===== src/rtl/ofdm_pkg.sv =====
// Shared OFDM receive definitions: FFT/CP geometry as functions of NFFT,
// frame-timing limits, stream metadata field widths and the CP remover state type.
package ofdm_pkg;

    localparam int SFN_MAX             = 1023;
    localparam int SUBFRAMES_PER_FRAME = 10;
    localparam int SYM_PER_SF          = 14;

    localparam int SFN_W      = $clog2(SFN_MAX + 1);
    localparam int SF_W       = $clog2(SUBFRAMES_PER_FRAME);
    localparam int SYM_W      = $clog2(SYM_PER_SF);
    // wide enough for MAX_CP_LEN up to NFFT=12
    localparam int CP_W       = 9;
    localparam int META_W     = SFN_W + SF_W + SYM_W;
    localparam int USER_WIDTH = META_W + CP_W;

    function automatic int fft_len(input int nfft);
        return 1 << nfft;
    endfunction

    function automatic int cp1_len(input int nfft);
        return 20 * fft_len(nfft) / 256;
    endfunction

    function automatic int cp2_len(input int nfft);
        return 18 * fft_len(nfft) / 256;
    endfunction

    function automatic int max_cp_len(input int nfft);
        return cp1_len(nfft);
    endfunction

    typedef enum logic [1:0] {
        ST_ALIGN,
        ST_SKIP,
        ST_PASS,
        ST_TAIL
    } cp_rm_state_t;

endpackage


===== src/rtl/cp_remover_if.sv =====
// Sample stream in from frame_sync, FFT stream out plus symbol/error pulses.
// slave = CP remover side, master = producer/consumer side.
interface cp_remover_if #(
    parameter int IN_DW = 32
);
    import ofdm_pkg::*;

    logic [IN_DW-1:0]      s_axis_in_tdata;
    logic [USER_WIDTH-1:0] s_axis_in_tuser;
    logic                  s_axis_in_tlast;
    logic                  s_axis_in_tvalid;

    logic [IN_DW-1:0]      m_axis_out_tdata;
    logic [META_W-1:0]     m_axis_out_tuser;
    logic                  m_axis_out_tlast;
    logic                  m_axis_out_tvalid;

    logic                  sym_start_o;
    logic                  err_short_o;
    logic                  err_long_o;

    modport slave (
        input  s_axis_in_tdata, s_axis_in_tuser, s_axis_in_tlast, s_axis_in_tvalid,
        output m_axis_out_tdata, m_axis_out_tuser, m_axis_out_tlast, m_axis_out_tvalid,
        output sym_start_o, err_short_o, err_long_o
    );

    modport master (
        output s_axis_in_tdata, s_axis_in_tuser, s_axis_in_tlast, s_axis_in_tvalid,
        input  m_axis_out_tdata, m_axis_out_tuser, m_axis_out_tlast, m_axis_out_tvalid,
        input  sym_start_o, err_short_o, err_long_o
    );

endinterface


===== src/rtl/cp_remover.sv =====
// Strips the cyclic prefix from each symbol and forwards FFT_LEN samples, 1-cycle latency.
// Define CP_ADVANCE_EN to keep CP_ADVANCE prefix samples and drop the same number at symbol end.
module cp_remover
    import ofdm_pkg::*;
#(
    parameter int IN_DW      = 32,
    parameter int NFFT       = 8,
    parameter int CP_ADVANCE = 4
) (
    input  logic         clk_i,
    input  logic         reset_i,
    cp_remover_if.slave  bus
);

    localparam int FFT_LEN = fft_len(NFFT);
    localparam int MAX_CP  = max_cp_len(NFFT);
    localparam int CNT_W   = $clog2(FFT_LEN + MAX_CP);

`ifdef CP_ADVANCE_EN
    localparam bit ADV_EN = 1'b1;
`else
    localparam bit ADV_EN = 1'b0;
`endif
    localparam bit ADV_TAIL = ADV_EN && (CP_ADVANCE > 0);

    typedef logic [CNT_W-1:0] cnt_t;

    cp_rm_state_t      state_q, state_d;
    cnt_t              cnt_q, cnt_d;
    cnt_t              skip_q, skip_d;
    logic [META_W-1:0] meta_q, meta_d;

    logic              vld, tlast;
    logic [CP_W-1:0]   in_cp, cp_clamp;
    logic [META_W-1:0] in_meta;
    cnt_t              skip_new, skip_eff;
    logic              direct, skip_done, last_pass, tail_end;

    assign vld     = bus.s_axis_in_tvalid;
    assign tlast   = bus.s_axis_in_tlast;
    assign in_cp   = bus.s_axis_in_tuser[CP_W-1:0];
    assign in_meta = bus.s_axis_in_tuser[USER_WIDTH-1:CP_W];

    assign cp_clamp = (in_cp > CP_W'(MAX_CP)) ? CP_W'(MAX_CP) : in_cp;
    assign skip_new = !ADV_EN                         ? cnt_t'(cp_clamp) :
                      (cp_clamp > CP_W'(CP_ADVANCE))  ? cnt_t'(cp_clamp - CP_W'(CP_ADVANCE)) :
                                                        '0;
    // skip length is only known from the symbol's first sample (cnt_q == 0)
    assign skip_eff  = (cnt_q == '0) ? skip_new : skip_q;
    assign direct    = (cnt_q == '0) && (skip_new == '0);
    assign skip_done = (cnt_q == skip_eff - 1'b1);
    assign last_pass = (cnt_q == cnt_t'(FFT_LEN - 1));
    assign tail_end  = (cnt_q == cnt_t'(CP_ADVANCE - 1));

    always_ff @(posedge clk_i or posedge reset_i) begin
        if (reset_i) begin
            state_q <= ST_ALIGN;
            cnt_q   <= '0;
            skip_q  <= '0;
            meta_q  <= '0;
        end else begin
            state_q <= state_d;
            cnt_q   <= cnt_d;
            skip_q  <= skip_d;
            meta_q  <= meta_d;
        end
    end

    always_comb begin
        state_d = state_q;
        cnt_d   = cnt_q;
        skip_d  = skip_q;
        meta_d  = meta_q;
        if (vld) begin
            case (state_q)
                ST_ALIGN: begin
                    if (tlast) begin
                        state_d = ST_SKIP;
                        cnt_d   = '0;
                    end
                end
                ST_SKIP: begin
                    if (cnt_q == '0) begin
                        meta_d = in_meta;
                        skip_d = skip_new;
                    end
                    if (tlast) begin
                        state_d = ST_SKIP;
                        cnt_d   = '0;
                    end else if (direct) begin
                        state_d = ST_PASS;
                        cnt_d   = cnt_t'(1);
                    end else if (skip_done) begin
                        state_d = ST_PASS;
                        cnt_d   = '0;
                    end else begin
                        cnt_d = cnt_q + 1'b1;
                    end
                end
                ST_PASS: begin
                    if (last_pass) begin
                        cnt_d = '0;
                        if (tlast)         state_d = ST_SKIP;
                        else if (ADV_TAIL) state_d = ST_TAIL;
                        else               state_d = ST_ALIGN;
                    end else if (tlast) begin
                        state_d = ST_SKIP;
                        cnt_d   = '0;
                    end else begin
                        cnt_d = cnt_q + 1'b1;
                    end
                end
                default: begin
                    if (tlast) begin
                        state_d = ST_SKIP;
                        cnt_d   = '0;
                    end else if (tail_end) begin
                        state_d = ST_ALIGN;
                        cnt_d   = '0;
                    end else begin
                        cnt_d = cnt_q + 1'b1;
                    end
                end
            endcase
        end
    end

    logic fwd, first, out_last, short_err, long_err;

    always_comb begin
        fwd       = 1'b0;
        first     = 1'b0;
        out_last  = 1'b0;
        short_err = 1'b0;
        long_err  = 1'b0;
        if (vld) begin
            case (state_q)
                ST_SKIP: begin
                    fwd       = direct;
                    first     = direct;
                    short_err = tlast;
                end
                ST_PASS: begin
                    fwd       = 1'b1;
                    first     = (cnt_q == '0);
                    out_last  = last_pass;
                    short_err = tlast && !last_pass;
                    long_err  = !tlast && last_pass && !ADV_TAIL;
                end
                ST_TAIL: begin
                    short_err = tlast && !tail_end;
                    long_err  = !tlast && tail_end;
                end
                default: ;
            endcase
        end
    end

    logic [IN_DW-1:0]  tdata_q;
    logic [META_W-1:0] tuser_q;
    logic              tvalid_q, tlast_q, start_q, short_q, long_q;

    always_ff @(posedge clk_i or posedge reset_i) begin
        if (reset_i) begin
            tdata_q  <= '0;
            tuser_q  <= '0;
            tvalid_q <= 1'b0;
            tlast_q  <= 1'b0;
            start_q  <= 1'b0;
            short_q  <= 1'b0;
            long_q   <= 1'b0;
        end else begin
            tvalid_q <= fwd;
            tlast_q  <= out_last;
            start_q  <= first;
            short_q  <= short_err;
            long_q   <= long_err;
            if (fwd) begin
                tdata_q <= bus.s_axis_in_tdata;
                // a direct (zero-skip) first sample has not reached meta_q yet
                tuser_q <= (state_q == ST_SKIP) ? in_meta : meta_q;
            end
        end
    end

    assign bus.m_axis_out_tdata  = tdata_q;
    assign bus.m_axis_out_tuser  = tuser_q;
    assign bus.m_axis_out_tvalid = tvalid_q;
    assign bus.m_axis_out_tlast  = tlast_q;
    assign bus.sym_start_o       = start_q;
    assign bus.err_short_o       = short_q;
    assign bus.err_long_o        = long_q;

endmodule


===== src/flat_wrapper.sv =====
// flat-port wrapper written by rule: the top's interface ports become plain ports
module cp_remover_flat import ofdm_pkg::*;
#(
    parameter int IN_DW      = 32,
    parameter int NFFT       = 8,
    parameter int CP_ADVANCE = 4
)
  (clk_i, reset_i, bus_s_axis_in_tdata, bus_s_axis_in_tuser, bus_s_axis_in_tlast, bus_s_axis_in_tvalid, bus_m_axis_out_tdata, bus_m_axis_out_tuser, bus_m_axis_out_tlast, bus_m_axis_out_tvalid, bus_sym_start_o, bus_err_short_o, bus_err_long_o);
  cp_remover_if #(.IN_DW(IN_DW)) bus_i ();
  input  logic clk_i;
  input  logic reset_i;
  input wire logic [$bits(bus_i.s_axis_in_tdata)-1:0] bus_s_axis_in_tdata;
  input wire logic [$bits(bus_i.s_axis_in_tuser)-1:0] bus_s_axis_in_tuser;
  input wire logic [$bits(bus_i.s_axis_in_tlast)-1:0] bus_s_axis_in_tlast;
  input wire logic [$bits(bus_i.s_axis_in_tvalid)-1:0] bus_s_axis_in_tvalid;
  output wire logic [$bits(bus_i.m_axis_out_tdata)-1:0] bus_m_axis_out_tdata;
  output wire logic [$bits(bus_i.m_axis_out_tuser)-1:0] bus_m_axis_out_tuser;
  output wire logic [$bits(bus_i.m_axis_out_tlast)-1:0] bus_m_axis_out_tlast;
  output wire logic [$bits(bus_i.m_axis_out_tvalid)-1:0] bus_m_axis_out_tvalid;
  output wire logic [$bits(bus_i.sym_start_o)-1:0] bus_sym_start_o;
  output wire logic [$bits(bus_i.err_short_o)-1:0] bus_err_short_o;
  output wire logic [$bits(bus_i.err_long_o)-1:0] bus_err_long_o;
  assign bus_i.s_axis_in_tdata = bus_s_axis_in_tdata;
  assign bus_i.s_axis_in_tuser = bus_s_axis_in_tuser;
  assign bus_i.s_axis_in_tlast = bus_s_axis_in_tlast;
  assign bus_i.s_axis_in_tvalid = bus_s_axis_in_tvalid;
  assign bus_m_axis_out_tdata = bus_i.m_axis_out_tdata;
  assign bus_m_axis_out_tuser = bus_i.m_axis_out_tuser;
  assign bus_m_axis_out_tlast = bus_i.m_axis_out_tlast;
  assign bus_m_axis_out_tvalid = bus_i.m_axis_out_tvalid;
  assign bus_sym_start_o = bus_i.sym_start_o;
  assign bus_err_short_o = bus_i.err_short_o;
  assign bus_err_long_o = bus_i.err_long_o;
  cp_remover #(.IN_DW(IN_DW), .NFFT(NFFT), .CP_ADVANCE(CP_ADVANCE)) u_core (.clk_i(clk_i), .reset_i(reset_i), .bus(bus_i));
endmodule

===== config.mk =====
export PLATFORM = sky130hd
export DESIGN_NAME = cp_remover_flat
export DESIGN_NICKNAME = d
export VERILOG_FILES = /design/src/rtl/ofdm_pkg.sv /design/src/rtl/cp_remover_if.sv /design/src/rtl/cp_remover.sv /design/src/flat_wrapper.sv
export SDC_FILE = /design/constraint.sdc
export NUM_CORES = 1
export LEC_CHECK = 0
export CAP_MARGIN = 25
export CORE_ASPECT_RATIO = 1.4
export CORE_MARGIN = 10
export CORE_UTILIZATION = 45
export DETAILED_ROUTE_END_ITERATION = 8
export GPL_TIMING_DRIVEN = 0
export PLACE_DENSITY = 0.81
export SYNTH_ARGS = -nofsm -noshare
export SYNTH_HDL_FRONTEND = slang
export SYNTH_SLANG_ARGS = --single-unit

===== constraint.sdc =====
create_clock -name clk_i -period 3.6 [get_ports clk_i]
set_input_delay 0.72 -clock clk_i [delete_from_list [all_inputs] [get_ports clk_i]]
set_output_delay 0.72 -clock clk_i [all_outputs]
set_load 0.005 [all_outputs]

### Yosys cells after proc, flatten, opt, wreduce, memory -nomap -nowiden

Cells that the tools add are included.

| word-level totals | value |
|---|---|
| register bits after elaboration | 93 |
| input port bits | 63 |

| operators by class | value |
|---|---|
| add/subtract/negate cells | 2 |
| order comparisons | 1 |
| equal/unequal tests | 8 |
| muxes and demuxes | 31 |
| reductions and logical operators | 16 |

Operator list:

| cell | count |
|---|---|
| $mux W9 | 10 |
| $pmux W9 S3 | 1 |
| $logic_not A9 Y1 | 2 |
| $mux W18 | 1 |
| $mux W2 | 7 |
| $add A9 B1 Y9 const B | 1 |
| $eq A9 B2 Y1 const B | 1 |
| $eq A9 B8 Y1 const B | 1 |
| $eq A9 B9 Y1 | 1 |
| $gt A9 B5 Y1 const B | 1 |
| $sub A9 B1 Y9 const B | 1 |
| $mux W1 | 7 |
| $pmux W1 S2 | 3 |
| $pmux W2 S3 | 1 |
| $reduce_and A3 Y1 | 2 |
| $logic_and A1 B1 Y1 | 5 |
| $reduce_bool A5 Y1 | 1 |
| $eq A2 B2 Y1 const B | 2 |
| $ne A4 B2 Y1 const B | 1 |
| $reduce_and A2 Y1 | 2 |
| $logic_not A1 Y1 | 3 |
| $pmux W1 S3 | 1 |
| $eq A2 B1 Y1 const B | 1 |
| $logic_not A2 Y1 | 1 |
| $ne A2 B2 Y1 const B | 1 |

### Logic depth before layout (Yosys ltp)

Gate-level depths: netlist (run 1).

| logic depth | value |
|---|---|
| depth in word-level cells | 9 |
| mapped depth | 15 |
| mapped depth without buffers | 14 |

### Worst setup path before layout (run 1)

No wires, ideal clock.

| timing | value |
|---|---|
| kind | reg-to-reg |
| start | register u_core.cnt_q[3] |
| end | register u_core.cnt_q[8] |
| data arrival time | 3,245 ps |
| setup slack | 205 ps |
| cell stages (with the launch flop) | 12 |
| period minus slack after synthesis | 3,395 ps |
| path through | dfrtp_1 nor4_4 nand3_1 a21oi_1 ha_1 or3b_2 o21ai_0 a21oi_1 nor4b_1 nand4_2 a311oi_4 a211oi_1 |

| on the way | value |
|---|---|
| longest elaborated chain between the ends | 8 |
| elaborated cells between the ends (all ways) | 16 |
| those cells by class | add/sub: 2; eq/ne: 3; mux: 9; reduce/logical: 2 |

RTL lines:

| what | line | text |
|---|---|---|
| start, declared | cp_remover.sv:29 | `cnt_t cnt_q, cnt_d;` |
| start signal, assigned | cp_remover.sv:63 | `cnt_q <= cnt_d;` |
| $logic_not A9 Y1 | cp_remover.sv:49, cp_remover.sv:50 |  |
| $mux W9 | cp_remover.sv:49 | `assign skip_eff = (cnt_q == '0) ? skip_new : skip_q;` |
| $sub A9 B1 Y9 | cp_remover.sv:51 | `assign skip_done = (cnt_q == skip_eff - 1'b1);` |
| $eq A9 B9 Y1 | cp_remover.sv:51 |  |
| $mux W9 | cp_remover.sv:93 | `end else if (skip_done) begin` |
| $mux W9 | cp_remover.sv:90 | `end else if (direct) begin` |
| $mux W9 | cp_remover.sv:87 | `if (tlast) begin` |
| $pmux W9 S3 (*) | cp_remover.sv:75 | `case (state_q)` |

Mark *: on every way between the ends. The rest lies on a longest branch, timed or not.
A chain may end at the register's enable or synchronous reset.

### Final worst setup path (run 1)

Ends and elaborated chain as after synthesis.

==> metrics.yaml, run 1 <==
cts_tree: "yes"
dieWidth_um: 106
drv_slew: 0
synth_flop_cell: "dfrtp_1"
start_kind: "flip-flop"
crit_chain: "nor4_4 > nand3_4 > a21oi_2 > ha_4 > or3b_2 > a21oi_1 > a21oi_1 > nor4b_4 > nand4_4 > a311oi_4 > buf_6 > a211oi_1"
finalHoldViolations: 0
whs_ns: 0.473
cp_data_arrival_time_ns: 3.63
critPathCapture: "u_core.cnt_q[8]"
dp_hpwl_um: 9620
cellLeakagePower_nw: 3.07
diodes: 0
avgViaCountPerCell: 5.46
synth-edff-count: 0
synth_area_um2: 4630
cts_root_buf: "clkbuf_16"
hold_depth: 2
synth-seq-cells: 93
crit_path_start: "u_core.cnt_q[3]"
synth_cells: 451
grt_pass1_wl_um: 21000
crit_path_top_delay_cell: "dfrtp_2"
multi_input_area_um2: 2330
synth_warnings: 0
finalSetupViolCount: 0
cp-end-kind: "flip-flop"
path_depth: 12
vias: 3981
p_per_area_nw_per_um2: 652
finalCriticalPeriod_ns: 3.44
p_total_mw: 4.28
synth_seq_area_share: 0.502
yosysTopAreaCellShare: 0.502
post-route-period-util: 0.957
ir_drop_mv: 0.398
htreeDepth: 3
crit_path_max_incr_delay_ns: 0.48
hold_path.class: "flip-flop to flip-flop"
grt_max_degree: 68
async_flop_share: 1.00
final_nets: 660
synthTopCellsByCount: "dfrtp_1, nand2_1, nor2_1"
clkLatencyLatePin_ns: 0.34
fin_cells: 729
crit_fanout: 8
status: "finished clean"
grt_pass1_vias: 4172
synth.most_common_cell: "dfrtp_1"
placed_cells: 703
drive_above_1_share: 0.168
port_buffers: 116
required_ns: 3.79
cts_made_buffers: 9
synth_nets: 522
grtUsageTotal: 0.172
die_h_um: 140
clock_path_buffers: 2
syn_avg_cell_area_um2: 10.3
r2r-start: "u_core.cnt_q[3]"
critPathBufInv: 1
finalClockSkew_ns: 0.00623
dr.pass1.iters: 4
clock_sinks: 93
cap_violations: 0
finalSetupTns_ns: 0
ys_types: 57
place.gp.congestion: 0.855
routedWlPerCell_um: 18.0
critPathKind: "flip-flop to flip-flop"
synth_top_area_cell: "dfrtp_1"
gr-total-overflow: 0
first_iter_violations: 206
r2r-end: "u_core.cnt_q[8]"
tightest_slew_ns: 0.769
ant_nets: 0
rows: 43
register_area_um2: 2330
finalWirelength_um: 13100
initial_core_util: 0.463
drc: 0
regToRegSetupSlack_ns: 0.16
yosys-top-cells-area: "dfrtp_1, mux2_2, nand2_1, mux2i_1, a21oi_1"
path_clk_slew_ns: 0.07
areaGrowthSynthToFinish_pct: 41.7
core_area_um2: 10000
critical_path.top_delay_family: "simple AND/OR/NAND/NOR gates"
rr_worst_depth: 12
fmax_mhz: 290
ios: 118
max-slew-margin-rel: 0.486
fill_cells: 799
antenna_found_initial: 0
path_common_cell: "a21oi_1"
dieArea_um2: 14800
how the worst min path moves through the flow:
stage	start	to	slack (ns)
5_1_grt	u_core.meta_q[3]	u_core.meta_q[3]	0.50
3_5_place_dp	u_core.meta_q[0]	u_core.meta_q[0]	0.46
3_3_place_gp	u_core.meta_q[5]	u_core.meta_q[5]	0.45
2_1_floorplan	u_core.meta_q[0]	u_core.meta_q[0]	0.44
4_1_cts	u_core.meta_q[0]	u_core.meta_q[0]	0.47
6_report	u_core.meta_q[0]	u_core.meta_q[0]	0.47
kinds of logic after synthesis:
kind of cell    Yosys count  synth area share
compound gates           78             0.111
xor+xnor                 12            0.0227
fa+ha+maj                 8            0.0216
buf+inv                  33            0.0289
flops                    93             0.502
mux                      54             0.126
simple gates            173             0.188
timing repair:
action                     4_1_cts  5_1_grt
cloned                           0        0
setup endpoints to repair       20       51
pin swaps                        7        9
buffers inserted                 4        7
hold buffers                     0        0
gates resized for setup         10       36
hold endpoints to repair         0        0
metal layers:
layer / global-route usage / share of wire
met5: 0 / 0
met4: 0.0579 / 0.019
met3: 0.0712 / 0.086
met2: 0.300 / 0.52
met1: 0.183 / 0.38
power by group:
part | internal (mW) | leakage (nW) | switching [mW]
Sequential | 1.35 | 1.25 | 0.209
Combinational | 0.901 | 1.66 | 0.839
Clock | 0.562 | 0.153 | 0.412
worst min-delay path, stage by stage, from the launching register on:
cell     delay, ns
dfrtp_1       0.34
nand2_1       0.05
nand2_1       0.05
cell type report:
class / count / area share
sequential: 93 / 0.355
multi-input combinational: 325 / 0.354
timing repair buffer: 128 / 0.197
clock buffer: 10 / 0.0364
tap: 135 / 0.0257
buffer: 21 / 0.0145
clock inverter: 6 / 0.0107
inverter: 11 / 0.00667
per-stage QoR:
stage	utilization	setup WS (ns)	cell area (µm²)
6_report	0.656	0.157	6570
5_1_grt	0.656	-0.0295	6570
4_1_cts	0.637	0.00258	6370
3_5_place_dp	0.599	-0.832	5990
3_3_place_gp	0.596	-0.851	5960
2_1_floorplan	-	0.205	4630
sequential cells by signal, summed over array words and instances, names as in the netlist:
| register | flops |
|---|---|
| u_core.bus.m_axis_out_tlast | 1 |
| u_core.skip_q | 9 |
| u_core.bus.m_axis_out_tdata | 32 |
| u_core.cnt_q | 9 |
| u_core.bus.sym_start_o | 1 |
| u_core.bus.m_axis_out_tvalid | 1 |
| u_core.bus.err_long_o | 1 |
| u_core.bus.err_short_o | 1 |
| u_core.state_q | 2 |
| u_core.meta_q | 18 |
| u_core.bus.m_axis_out_tuser | 18 |
layout by cell type (no fill, tap or decap), types with 5 or more instances in the layout:
master             n
buf_4             11
nor2_1            40
dfrtp_1           91
buf_2              5
clkdlybuf4s50_1  109
clkbuf_2           5
clkbuf_1           9
and3_1             7
mux2i_1           20
clkbuf_16          9
mux2_2            34
inv_1             10
nand4_1            5
a21oi_1           31
nor3_1             9
ha_1               6
nand2_1           64
xor2_1             5
xnor2_1            6
dlymetal6s2s_1     7
o21ai_0            8
Power figures use the tool's default switching activity.
==> run 2, diff against run 1 <==
Settings changed: CORE_UTILIZATION 45 to 44, GPL_ROUTABILITY_DRIVEN from default to 0, PLACE_DENSITY 0.81 to 0.8, SLEW_MARGIN from default to 25.
==> metrics.yaml, run 2 (synthesized netlist as in run 1, its figures left out) <==
status: "finished clean"  # unchanged
cts_root_buf: "clkbuf_16"  # unchanged
grt_pass1_wl_um: 20800  # was 21000 µm
diodes: 0  # unchanged
antenna_found_initial: 0  # unchanged
dr.pass1.iters: 8  # was 4
finalHoldViolations: 0  # unchanged
hold_buffers: 0  # unchanged
vias: 4085  # was 3981
required_ns: 3.80  # was 3.79 ns
path_clk_slew_ns: 0.07  # about the same
drv_slew: 0  # unchanged
cp-end-kind: "flip-flop"  # unchanged
placement.cell_area_um2: 6000  # was 5990 µm²
clock_path_buffers: 2  # unchanged
use_met3: 0.0381  # was 0.0712
p_total_mw: 4.24  # was 4.28 mW
avgViaCountPerCell: 5.57  # was 5.46
seq_power_share: 0.366  # about the same
start_kind: "flip-flop"  # unchanged
clkLatencyLatePin_ns: 0.34  # about the same
p_sw_frac: 0.342  # was 0.341
htreeDepth: 3  # unchanged
final_common_cell: "clkdlybuf4s50_1"  # unchanged
regToRegSetupSlack_ns: 0.02  # was 0.16 ns
dp_hpwl_um: 9590  # was 9620 µm
layout.cells.most_common_list: "clkdlybuf4s50_1, dfrtp_1, nand2_1"  # unchanged
stdcell_area_um2: 6550  # was 6570 µm²
p_clk_frac: 0.225  # was 0.228
largest_reg_flops: 32  # unchanged
share_comb_of_total_power: 0.408  # was 0.407
fmax_mhz: 279  # was 290 MHz
rows: 44  # was 43
critPathKind: "flip-flop to flip-flop"  # unchanged
finalWirelength_um: 13400  # was 13100 µm
ir_drop_mv: 0.372  # was 0.398 mV
p_per_area_nw_per_um2: 647  # was 652 nW/µm²
core_area_um2: 10300  # was 10000 µm²
gr-total-overflow: 0  # unchanged
met1_usage: 0.181  # was 0.183
cts_tree: "yes"  # unchanged
cellLeakagePower_nw: 3.04  # was 3.07 nW
met2_usage: 0.305  # was 0.300
ant_nets: 0  # unchanged
cts_made_buffers: 9  # unchanged
routedWlPerCell_um: 18.3  # was 18.0 µm
drive_above_1_share: 0.166  # was 0.168
tightest_slew_ns: 0.730  # was 0.769 ns
initial_core_util: 0.448  # was 0.463
clock_sinks: 93  # unchanged
post-route-period-util: 0.994  # was 0.957
areaGrowthSynthToFinish_pct: 41.4  # was 41.7%
cp_data_arrival_time_ns: 3.78  # was 3.63 ns
first_iter_violations: 290  # was 206
final_nets: 662  # was 660
finalCriticalPeriod_ns: 3.58  # was 3.44 ns
grtUsageTotal: 0.168  # was 0.172
internal_power_mw: 2.79  # was 2.82 mW
drc: 0  # unchanged
finalClockSkew_ns: 0.00578  # was 0.00623 ns
grt.busiest_layer: "met2"  # unchanged
dieWidth_um: 107  # was 106 µm
ios: 118  # unchanged
power.switching_mw: 1.45  # was 1.46 mW
grt_pass1_vias: 4143  # was 4172
finalSetupViolCount: 0  # unchanged
die_h_um: 141  # was 140 µm
port_buffers: 116  # unchanged
hold_path.class: "flip-flop to flip-flop"  # unchanged
crit_fanout: 8  # unchanged
dieArea_um2: 15100  # was 14800 µm²
max-slew-margin-rel: 0.514  # was 0.486
cap_violations: 0  # unchanged
grt_max_degree: 61  # was 68
run 2: changes by cell type in the layout (fill, tap and decap cells not counted), sizes merged:
cell	previous run	this run
clkinv	4	1
buf	19	22
inv	12	13
clkbuf	24	22
clkinvlp	0	2
run 2: what timing repair did:
| action | in CTS | in global routing |
|---|---|---|
| buffers inserted | 6 | 7 |
| setup endpoints to repair | 51 | 50 |
| pin swaps | 5 | 12 |
| hold endpoints to repair | 0 | 0 |
| resized for setup | 6 | 33 |
run 2: per-layer routing:
| layer | part of all wire | vias to the layer above |
|---|---|---|
| met1 | 0.37 | 1972 |
| li1 | - | 1883 |
| met2 | 0.54 | 177 |
| met3 | 0.060 | 53 |
| met5 | 0 | - |
| met4 | 0.030 | 0 |
run 2: path summary, 6_finish.rpt:
check,startpoint,end,depth (start not counted)
hold / removal,u_core.meta_q[2],u_core.meta_q[2],2
hold reg to reg,u_core.meta_q[2],u_core.meta_q[2],2
setup reg to reg,u_core.cnt_q[5],u_core.cnt_q[8],15
min in group asynchronous,reset_i,u_core.bus.m_axis_out_tdata[1],2
setup / recovery,u_core.cnt_q[5],u_core.cnt_q[8],15
max in group asynchronous,reset_i,u_core.cnt_q[3],3
run 2: worst max-delay path, stage by stage (launching register included):
cell and delay, ns:
dfrtp_2 0.48, nor4_4 0.39, nand3_4 0.18, nor2_1 0.19, a21oi_2 0.05, ha_2 0.21, buf_4 0.14, buf_4 0.14
xnor2_4 0.19, xnor2_1 0.15, a31oi_1 0.14, nor4b_2 0.42, nand4_4 0.21, a311oi_4 0.34, buf_6 0.17, a211oi_1 0.05
run 2: area by class of cell:
class | count | area (µm²)
tap | 138 | 173
sequential | 93 | 2330
timing repair buffer | 130 | 1310
fill | 831 | 3800
clock inverter | 6 | 71.3
multi-input combinational | 325 | 2300
inverter | 11 | 46.3
clock buffer | 9 | 225
buffer | 21 | 91.3
run 2: power groups by stage:
stage               Sequential [mW]  Clock, mW  Combinational, mW
detailed placement             1.56          0               1.59
finish                         1.55      0.955               1.73
global route                   1.59       1.01               1.89
global placement               1.54          0               1.55
floorplan                      1.54          0              0.886
CTS                            1.55      0.968               1.61
run 2: through the flow:
step	setup TNS, ns	worst slack, ns	utilization	hold WS [ns]	instances
2_1_floorplan	0	0.205	-	0.438	451
3_3_place_gp	-103.69	-0.910	0.576	0.448	705
3_5_place_dp	-26.76	-0.732	0.580	0.457	706
4_1_cts	0	0.00477	0.615	0.476	726
5_1_grt	-1.86	-0.217	0.633	0.494	733
6_report	0	0.0203	0.633	0.469	733
==> run 3, diff against run 2 <==
Settings changed: CORE_UTILIZATION 44 to 25, PLACE_DENSITY 0.8 to 0.52.
==> metrics.yaml, run 3 (synthesized netlist as in run 1, its figures left out) <==
cap_violations: 0  # unchanged
cellLeakagePower_nw: 3.01  # was 3.04 nW
finalHoldViolations: 0  # unchanged
finalCriticalPeriod_ns: 3.42  # was 3.58 ns
finalSetupViolCount: 0  # unchanged
clock_path_buffers: 2  # unchanged
placement.cell_area_um2: 6130  # was 6000 µm²
areaGrowthSynthToFinish_pct: 42.1  # was 41.4%
required_ns: 3.82  # was 3.80 ns
rows: 58  # was 44
tightest_slew_ns: 0.767  # was 0.730 ns
dr.pass1.iters: 4  # was 8
grt_max_degree: 56  # was 61
layout.cells.most_common_list: "clkdlybuf4s50_1, dfrtp_1, nand2_1"  # unchanged
antenna_found_initial: 0  # unchanged
finalSetupTns_ns: 0  # unchanged
final_common_cell: "clkdlybuf4s50_1"  # unchanged
dp_hpwl_um: 10400  # was 9590 µm
final_util: 0.364  # was 0.633
grt_pass1_vias: 4161  # was 4143
dieArea_um2: 24400  # was 15100 µm²
grtUsageTotal: 0.113  # was 0.168
path_clk_slew_ns: 0.07  # about the same
p_total_mw: 4.14  # was 4.24 mW
vias: 3890  # was 4085
ios: 118  # unchanged
whs_ns: 0.471  # was 0.469 ns
drive_above_1_share: 0.151  # was 0.166
drc: 0  # unchanged
routedWlPerCell_um: 16.7  # was 18.3 µm
die_h_um: 181  # was 141 µm
ir_drop_mv: 0.244  # was 0.372 mV
finalWirelength_um: 13800  # was 13400 µm
finalClockSkew_ns: 0.00987  # was 0.00578 ns
clkLatencyLatePin_ns: 0.34  # about the same
max-slew-margin-rel: 0.488  # was 0.514
post-route-period-util: 0.950  # was 0.994
crit_fanout: 5  # was 8
htreeDepth: 3  # unchanged
largest_reg_flops: 32  # unchanged
gr-total-overflow: 0  # unchanged
first_iter_violations: 288  # was 290
ant_nets: 0  # unchanged
final_nets: 656  # was 662
hold_buffers: 0  # unchanged
cts_tree: "yes"  # unchanged
stdcell_area_um2: 6580  # was 6550 µm²
cts_root_buf: "clkbuf_16"  # unchanged
hold_path.class: "flip-flop to flip-flop"  # unchanged
drv_slew: 0  # unchanged
start_kind: "primary input"  # was flip-flop
port_buffers: 116  # unchanged
cp-end-kind: "flip-flop"  # unchanged
core_area_um2: 18100  # was 10300 µm²
cts_made_buffers: 9  # unchanged
p_per_area_nw_per_um2: 628  # was 647 nW/µm²
avgViaCountPerCell: 4.69  # was 5.57
critPathKind: "primary input to flip-flop"  # was flip-flop to flip-flop
clock_sinks: 93  # unchanged
cp_data_arrival_time_ns: 3.64  # was 3.78 ns
initial_core_util: 0.256  # was 0.448
dieWidth_um: 135  # was 107 µm
status: "finished clean"  # unchanged
grt_pass1_wl_um: 22200  # was 20800 µm
rsz0062_at_grt: "false"
fill_cells: 1827  # was 831
fmax_mhz: 292  # was 279 MHz
diodes: 0  # unchanged
-- run 3: cell types whose count changed in the layout (fill, tap and decap cells not counted), sizes merged --
cell           before  now
buf                22   16
bufinv              1    0
clkbuf             22   23
clkdlybuf4s50     109  110
clkinv              1    2
clkinvlp            2    1
dlymetal6s2s        7    6
inv                13   14
-- run 3: worst paths after layout --
path | startpoint | end | slack (ns) | cells past startpoint
worst max-delay path | bus_s_axis_in_tuser[2] | u_core.state_q[1] | 0.18 | 14
worst min-delay path | u_core.meta_q[15] | u_core.meta_q[15] | 0.47 | 2
worst max register to register | u_core.cnt_q[3] | u_core.state_q[1] | 0.24 | 12
worst min register to register | u_core.meta_q[15] | u_core.meta_q[15] | 0.47 | 2
max in group asynchronous | reset_i | u_core.cnt_q[0] | 2.24 | 3
min in group asynchronous | reset_i | u_core.bus.m_axis_out_tdata[5] | 0.75 | 2
-- run 3: power by group --
group,internal [mW],leakage (nW),switching (mW)
Clock,0.500,0.142,0.436
Combinational,0.862,1.62,0.786
Sequential,1.35,1.25,0.198
Total,2.72,3.01,1.42
-- run 3: final cells by class --
class	count	area (µm²)	area share
Sequential cell	93	2330	0.354
Inverter	11	46.3	0.00703
Clock inverter	6	53.8	0.00817
Multi-Input combinational cell	325	2250	0.342
Clock buffer	10	239	0.0363
Timing Repair Buffer	125	1280	0.194
Tap cell	240	300	0.0456
Buffer	20	88.8	0.0135
-- run 3: critical path: stages --
cell and delay [ns]:
clkdlybuf4s50_1 0.54, o21ai_2 0.10, nand3_2 0.11, nor2_1 0.05, a21oi_1 0.13, ha_2 0.24, or3b_4 0.41, o21ai_0 0.15
a21oi_1 0.10, nor4b_2 0.33, nand4_2 0.11, buf_4 0.19, and4_1 0.20, a221o_1 0.27
-- run 3: layer usage --
metal  global-route usage  part of all wire  vias to the layer above
met5                    0                 0                        -
li1                     -                 -                     1869
met1                0.120              0.39                     1894
met4               0.0354             0.011                        0
met2                0.204              0.54                      115
met3               0.0378             0.066                       12
-- run 3: timing repair --
action | CTS | global route
resized for setup | 7 | 20
buffers inserted | 8 | 0
setup endpoints to repair | 53 | 33
endpoints found under the hold margin | 0 | 0
pin swaps | 4 | 4
-- run 3: stage by stage --
step                setup WS (ns)  instances
floorplan                   0.205        451
global placement            -1.12        807
detailed placement         -0.857        808
CTS                        0.0344        830
global route               0.0315        830
finish                      0.179        830
